**src/rtl/accel_spi_sequencer.sv**
```systemverilog
// SPI master that configures and polls an ADXL345, presenting X/Y/Z samples,
// and shares the physical SPI bus with the SoC spi0 master between transactions.
module accel_spi_sequencer #(
  parameter int unsigned CLK_DIV     = 25,
  parameter int unsigned POLL_CYCLES = 500000,
  parameter int unsigned CS_GAP      = 10
) (
  input  logic        clk_clk,
  input  logic        reset_reset_n,
  input  logic        host_req,
  output logic        host_gnt,
  input  logic        host_sclk,
  input  logic        host_mosi,
  input  logic        host_ss_n,
  output logic        host_miso,
  output logic        spi_sclk,
  output logic        spi_mosi,
  output logic        spi_ss_n,
  input  logic        spi_miso,
  output logic [15:0] accel_x,
  output logic [15:0] accel_y,
  output logic [15:0] accel_z,
  output logic        accel_valid,
  output logic        init_done,
  output logic        busy
);

  localparam int unsigned DIV_W   = $clog2(CLK_DIV);
  localparam int unsigned GAP_W   = $clog2(CS_GAP) + 1;
  localparam int unsigned POLL_W  = $clog2(POLL_CYCLES) + 1;
  localparam int unsigned HALF_W  = 7;
  localparam int unsigned SR_W    = 56;
  localparam int unsigned RX_W    = 48;
  localparam int unsigned WR_LAST = 2 * 16 + 1;
  localparam int unsigned RD_LAST = 2 * 56 + 1;

  typedef enum logic [2:0] {
    ST_INIT,
    ST_INIT_XFER,
    ST_INIT_GAP,
    ST_WAIT,
    ST_READ_XFER,
    ST_READ_GAP,
    ST_HOST
  } state_e;

  state_e              state_q, state_d;
  logic [DIV_W-1:0]    div_q, div_d;
  logic [HALF_W-1:0]   half_q, half_d;
  logic [GAP_W-1:0]    gap_q, gap_d;
  logic [1:0]          wr_idx_q, wr_idx_d;
  logic [SR_W-1:0]     tx_sr_q, tx_sr_d;
  logic [RX_W-1:0]     rx_sr_q, rx_sr_d;
  logic [POLL_W-1:0]   timer_q, timer_d;
  logic                pending_q, pending_d;
  logic                sclk_q, sclk_d;
  logic                mosi_q, mosi_d;
  logic                ss_n_q, ss_n_d;
  logic [15:0]         accel_x_q, accel_x_d;
  logic [15:0]         accel_y_q, accel_y_d;
  logic [15:0]         accel_z_q, accel_z_d;
  logic                valid_q, valid_d;
  logic                init_done_q, init_done_d;
  logic                host_gnt_q, host_gnt_d;
  logic                busy_q, busy_d;

  logic                xfer_q, xfer_d;
  logic                div_wrap, gap_end, poll_wrap;
  logic                sclk_fall, miso_take, start_read, latch;
  logic [HALF_W-1:0]   half_last;

  // Configuration writes: register address then value.
  function automatic logic [15:0] write_word(input logic [1:0] idx);
    case (idx)
      2'd0:    write_word = 16'h310B;
      2'd1:    write_word = 16'h2C0A;
      default: write_word = 16'h2D08;
    endcase
  endfunction

  // Half-period 0 is the lead-in, odd halves below half_last are SCLK low, half_last is the tail.
  assign xfer_q    = (state_q == ST_INIT_XFER) || (state_q == ST_READ_XFER);
  assign half_last = (state_q == ST_READ_XFER) ? HALF_W'(RD_LAST) : HALF_W'(WR_LAST);
  assign div_wrap  = (div_q == DIV_W'(CLK_DIV - 1));
  assign gap_end   = (gap_q == GAP_W'(CS_GAP - 1));
  assign poll_wrap = init_done_q && (timer_q == POLL_W'(POLL_CYCLES - 1));
  assign sclk_fall = xfer_q && div_wrap && !half_q[0] && (half_q < (half_last - HALF_W'(1)));
  assign miso_take = xfer_q && (div_q == '0) && !half_q[0] && (half_q != '0);
  assign latch     = (state_q == ST_READ_GAP) && (gap_q == '0);

  always_ff @(posedge clk_clk or negedge reset_reset_n) begin
    if (!reset_reset_n) begin
      state_q     <= ST_INIT;
      div_q       <= '0;
      half_q      <= '0;
      gap_q       <= '0;
      wr_idx_q    <= '0;
      tx_sr_q     <= '0;
      rx_sr_q     <= '0;
      timer_q     <= '0;
      pending_q   <= 1'b0;
      sclk_q      <= 1'b1;
      mosi_q      <= 1'b0;
      ss_n_q      <= 1'b1;
      accel_x_q   <= '0;
      accel_y_q   <= '0;
      accel_z_q   <= '0;
      valid_q     <= 1'b0;
      init_done_q <= 1'b0;
      host_gnt_q  <= 1'b0;
      busy_q      <= 1'b0;
    end else begin
      state_q     <= state_d;
      div_q       <= div_d;
      half_q      <= half_d;
      gap_q       <= gap_d;
      wr_idx_q    <= wr_idx_d;
      tx_sr_q     <= tx_sr_d;
      rx_sr_q     <= rx_sr_d;
      timer_q     <= timer_d;
      pending_q   <= pending_d;
      sclk_q      <= sclk_d;
      mosi_q      <= mosi_d;
      ss_n_q      <= ss_n_d;
      accel_x_q   <= accel_x_d;
      accel_y_q   <= accel_y_d;
      accel_z_q   <= accel_z_d;
      valid_q     <= valid_d;
      init_done_q <= init_done_d;
      host_gnt_q  <= host_gnt_d;
      busy_q      <= busy_d;
    end
  end

  // Next state, bit timing, shift registers and poll timer.
  always_comb begin
    state_d    = state_q;
    div_d      = div_q;
    half_d     = half_q;
    gap_d      = gap_q;
    wr_idx_d   = wr_idx_q;
    tx_sr_d    = tx_sr_q;
    rx_sr_d    = rx_sr_q;
    start_read = 1'b0;

    case (state_q)
      ST_INIT: begin
        state_d  = ST_INIT_XFER;
        div_d    = '0;
        half_d   = '0;
        wr_idx_d = '0;
        tx_sr_d  = {write_word(2'd0), 40'd0};
      end
      ST_INIT_XFER, ST_READ_XFER: begin
        div_d = div_wrap ? '0 : div_q + DIV_W'(1);
        if (div_wrap) begin
          if (half_q == half_last) begin
            half_d  = '0;
            gap_d   = '0;
            state_d = (state_q == ST_READ_XFER) ? ST_READ_GAP : ST_INIT_GAP;
          end else begin
            half_d = half_q + HALF_W'(1);
          end
        end
        if (sclk_fall) tx_sr_d = {tx_sr_q[SR_W-2:0], 1'b0};
        if (miso_take) rx_sr_d = {rx_sr_q[RX_W-2:0], spi_miso};
      end
      ST_INIT_GAP: begin
        gap_d = gap_q + GAP_W'(1);
        if (gap_end) begin
          if (wr_idx_q == 2'd2) begin
            state_d = ST_WAIT;
          end else begin
            state_d  = ST_INIT_XFER;
            wr_idx_d = wr_idx_q + 2'd1;
            div_d    = '0;
            half_d   = '0;
            tx_sr_d  = {write_word(wr_idx_q + 2'd1), 40'd0};
          end
        end
      end
      ST_READ_GAP: begin
        gap_d = gap_q + GAP_W'(1);
        if (gap_end) state_d = ST_WAIT;
      end
      ST_WAIT: begin
        // A pending read beats a simultaneous host request.
        if (pending_q) begin
          state_d    = ST_READ_XFER;
          start_read = 1'b1;
          div_d      = '0;
          half_d     = '0;
          tx_sr_d    = {8'hF2, 48'd0};
        end else if (host_req && init_done_q) begin
          state_d = ST_HOST;
        end
      end
      ST_HOST: begin
        if (!host_req) state_d = ST_WAIT;
      end
      default: state_d = ST_INIT;
    endcase

    if (init_done_q) begin
      timer_d   = poll_wrap ? '0 : timer_q + POLL_W'(1);
      pending_d = poll_wrap || (pending_q && !start_read);
    end else begin
      timer_d   = '0;
      pending_d = 1'b0;
    end
  end

  // Registered outputs derived from the next state so they line up with state_q.
  always_comb begin
    xfer_d      = (state_d == ST_INIT_XFER) || (state_d == ST_READ_XFER);
    ss_n_d      = !xfer_d;
    sclk_d      = !(xfer_d && half_d[0] && (half_d != half_last));
    mosi_d      = sclk_fall ? tx_sr_q[SR_W-1] : (xfer_d ? mosi_q : 1'b0);
    busy_d      = xfer_d || (state_d == ST_INIT_GAP) || (state_d == ST_READ_GAP);
    host_gnt_d  = (state_d == ST_HOST);
    init_done_d = init_done_q || ((state_q == ST_INIT_GAP) && (state_d == ST_WAIT));
    valid_d     = latch;
    accel_x_d   = accel_x_q;
    accel_y_d   = accel_y_q;
    accel_z_d   = accel_z_q;
    if (latch) begin
      accel_x_d = {rx_sr_q[39:32], rx_sr_q[47:40]};
      accel_y_d = {rx_sr_q[23:16], rx_sr_q[31:24]};
      accel_z_d = {rx_sr_q[7:0],   rx_sr_q[15:8]};
    end
  end

  assign spi_sclk    = host_gnt_q ? host_sclk : sclk_q;
  assign spi_mosi    = host_gnt_q ? host_mosi : mosi_q;
  assign spi_ss_n    = host_gnt_q ? host_ss_n : ss_n_q;
  assign host_miso   = spi_miso;
  assign host_gnt    = host_gnt_q;
  assign accel_x     = accel_x_q;
  assign accel_y     = accel_y_q;
  assign accel_z     = accel_z_q;
  assign accel_valid = valid_q;
  assign init_done   = init_done_q;
  assign busy        = busy_q;

endmodule
```
**config.mk**
```make
export PLATFORM = sky130hd
export DESIGN_NAME = accel_spi_sequencer
export DESIGN_NICKNAME = d
export VERILOG_FILES = /design/src/rtl/accel_spi_sequencer.sv
export SDC_FILE = /design/constraint.sdc
export NUM_CORES = 1
export LEC_CHECK = 0
export BUFFER_PORTS_ARGS = -buffer_cell sky130_fd_sc_hd__buf_2
export CAP_MARGIN = 40
export CORE_ASPECT_RATIO = 1.25
export CORE_MARGIN = 8
export CORE_UTILIZATION = 35
export CTS_BUF_LIST = sky130_fd_sc_hd__clkbuf_8 sky130_fd_sc_hd__clkbuf_16
export CTS_CLUSTER_SIZE = 16
export DETAILED_ROUTE_END_ITERATION = 7
export PLACE_DENSITY = 0.56
export SKIP_CTS_REPAIR_TIMING = 1
export SLEW_MARGIN = 20
export SYNTH_ARGS = -nofsm -noshare
export SYNTH_HDL_FRONTEND = slang
export SYNTH_SLANG_ARGS = --single-unit
export TNS_END_PERCENT = 20
```
**constraint.sdc**
```tcl
create_clock -name clk_clk -period 3.66 [get_ports clk_clk]
set_clock_uncertainty 0.05 [all_clocks]
set_input_delay 0.549 -clock clk_clk [delete_from_list [all_inputs] [get_ports clk_clk]]
set_output_delay 0.549 -clock clk_clk [all_outputs]
set_load 0.02 [all_outputs]
```
==> metrics.md <==
| Metric | Value |
|---|---|
| Buffers on Ports | 62 |
| Worst Hold Depth | 2 |
| Clock Path Buffers | 2 |
| CTS root buf | clkbuf_16 |
| Number of synthesized register bits | 162 |
| Worst path required time | ~4.0 ns |
| Class of the worst hold path | in -> reg |
| Post-DR vias/cell | around 5 |
| Met1 Use GR | 15.5% |
| Vias in the first global route | 5270 |
| Startpoint class of the critical path | register |
| Detailed Place HPWL | 10000 um |
| Drt wl/cell | roughly 14 um |
| Setup TNS | 0 ns |
| Starting Density | 35.5% |
| Least-Margin Pin Slew | 0.770 ns |
| Final WL | 15200 um |
| Maxcap violations | 0 |
| Worst skew pair latency | around 0.43 ns |
| ANT nets after route | 0 |
| Inst Count DP | 1034 |
| Fin Hold WS | ~0.32 ns |
| Clock sinks | 162 |
| Share of the yosys chip area belonging to registers | a little under three fifths |
| Leak pwr | about 4.3 nW |
| Full die area | 25900 um^2 |
| Slew Limit Fails | 0 |
| Post-synth ARST share | 100% |
| CP endpoint kind | register |
| Post-Place Worst Slack | roughly 0.86 ns |
| Min cycle time layout | 2.79 ns |
| Synth-to-Final Area Change | 16.7% |
| Gr ovfl total | 0 |
| Die H | ~180 um |
| First-pass GRT wire length | between 20000 and 30000 um |
| Final WS setup | approximately 0.87 ns |
| Vias | 5210 |
| First-pass detailed-route iteration total | 4 |
| Met2 Use GR | 20.4% |
| EDFF count, synth | 0 |
| Max Freq | roughly 360 MHz |
| Fin cells | 1068 |
| Power density over the cells | 425 nW/um^2 |
| Rel. slew slack | 48.5% |
| Total chip power | 3.64 mW |
| TritonCTS clock tree | done |
| Final Instance Area | 8560 um^2 |
| CP arrival | 3.08 ns |
| Final worst path period share | between 70% and 80% |
| Syn avg cell area | 10.2 um^2 |
| Core area | 20700 um^2 |
| Top FF cell, synth | dfrtp_1 |
| FP Rows | 59 |
| GRT busiest layer | met2 |
| # nets final | around 800 |
| Largest net degree at the start of global routing | 88 |
| Warnings from Yosys | 0 |
| Netlist cell types | between 60 and 70 |
| Crit-path max FO | 8 |
| Initial antenna violation count | 0 |
| Unrepaired setup endpoints after global routing | false |
| Met3 Use GR | 2.83% |
| Synthesized cell area | 7340 um^2 |
| Syn Nets | 744 |
| Layout cells sized above 1 | roughly 22% |
| CP Class | reg -> reg |
| Final setup viols | 0 |
| Drt initial violations | roughly 240 |
| Run status | finished, final reports clean |
| Cells on worst reg2reg path | 11 |
| Synthesized instance count | a little over 700 |
| IO Pins | 63 |
| CTS clock-pin slew for the worst setup and hold paths | 0.07 ns |
| VDD IR max | 0.314 mV |
| Placement Cell Area | between 7000 and 8000 um^2 |
| Final Hold Fails | 0 |
| Antenna Cells | 0 |
| Routability cong. | 0.784 |
| Num CTS Buffers | 17 |
| Utilization after layout | between 40% and 50% |
| CTS H-tree lvls | 4 |
| GRT Total Usage | 12.3% |
| Chip Width | between 100 and 150 um |
| DRC | 0 |
[final timing paths]
kind / end / start / slack, ns
setup reg to reg: mosi_q / state_q[0] / 0.87
hold reg to reg: accel_x[7] / rx_sr_q[47] / 0.42
max in group asynchronous: tx_sr_q[52] / reset_reset_n / 2.13
hold / removal: rx_sr_q[0] / spi_miso / 0.32
min in group asynchronous: accel_x[3] / reset_reset_n / 0.42
setup / recovery: mosi_q / state_q[0] / 0.87
[registers in the layout, indices dropped and copies added, names as in the netlist]
signal and count:
mosi_q 1, div_q 5, half_q 7, state_q 3
init_done 1, wr_idx_q 2, timer_q 20, rx_sr_q 48
accel_y 16, busy 1, gap_q 5, accel_z 16
pending_q 1, sclk_q 1, accel_valid 1, tx_sr_q 16
accel_x 16, host_gnt 1, ss_n_q 1
[power by group]
group          switching, mW  internal [mW]  total (mW)
clock                  0.811          0.991        1.80
combinational         0.0376        0.00963      0.0472
sequential          0.000368           1.79        1.79
[metal layers]
layer	wire (um)	part of all wire, %	vias up
met5	0	0	-
met4	168	1.1	0
met1	7200	47	2558
met3	560	3.7	17
met2	7300	48	82
li1	-	-	2553
[Yosys cell counts, types with 3 or more instances]
| cell type | instances | area share (%) |
|---|---|---|
| and2_1 | 3 | 0.26 |
| ha_1 | 15 | 2.6 |
| buf_2 | 9 | 0.61 |
| nand3_1 | 15 | 1.0 |
| clkbuf_1 | 19 | 0.97 |
| o22ai_1 | 9 | 0.77 |
| nor4b_1 | 5 | 0.60 |
| buf_1 | 3 | 0.15 |
| mux2_2 | 49 | 7.5 |
| o21ai_0 | 35 | 2.4 |
| inv_1 | 18 | 0.92 |
| buf_4 | 3 | 0.31 |
| xor2_1 | 10 | 1.2 |
| xnor2_1 | 12 | 1.4 |
| nand2b_1 | 4 | 0.34 |
| a21oi_1 | 23 | 1.6 |
| nand2_1 | 193 | 9.9 |
| and3_1 | 8 | 0.68 |
| nor2_1 | 50 | 2.6 |
| a31oi_1 | 4 | 0.34 |
| dfrtp_1 | 160 | 55 |
| mux2i_1 | 4 | 0.55 |
| nor3_1 | 5 | 0.34 |
| nand4_1 | 6 | 0.51 |
| o21ai_1 | 4 | 0.27 |
| o31ai_1 | 3 | 0.31 |
[layout by cell type (no fill, tap or decap), drive strengths merged, types with 3 or more instances in the layout]
cell and count:
nand2 193, dfrtp 160, buf 75, nor2 52, mux2 50, o21ai 40
inv 26, a21oi 23, clkbuf 18, nand3 16, ha 15, xnor2 12
xor2 10, o22ai 9, and3 8, nand4 7, nor3 6, nor4b 5
nand2b 4, mux2i 4, a31oi 4, o31ai 4, clkinv 4, and2 3
or2 3, nor4 3
[worst max-delay path, cell delays in order (launching register included)]
cell and delay (ns):
dfrtp_1 0.37, inv_1 0.20, nand3_2 0.21, inv_1 0.20
ha_1 0.16, nand4_2 0.17, or2_1 0.30, o21ai_2 0.14
o221a_4 0.22, nor2_1 0.06, or3b_4 0.40, o31ai_2 0.22
[layout make-up]
class                   instances  area, um^2
fillers                      2066       12100
flip-flops and latches        162        4060
multi-input cells             506        3050
repair buffers                 76         448
clock buffers                  18         439
well taps                     274         343
clock inverters                14         160
inverters                      18        67.6
[cells by family (layout without fill, tap and decap cells)]
family,Yosys count,after routing,synth area share [%]
simple gates,314,314,19.5
flops,162,162,55.3
compound gates,101,101,8.54
mux,54,54,8.22
buf+inv,54,126,3.27
xor+xnor,22,22,2.63
fa+ha+maj,15,15,2.56
(Power assumes the default switching activity.)
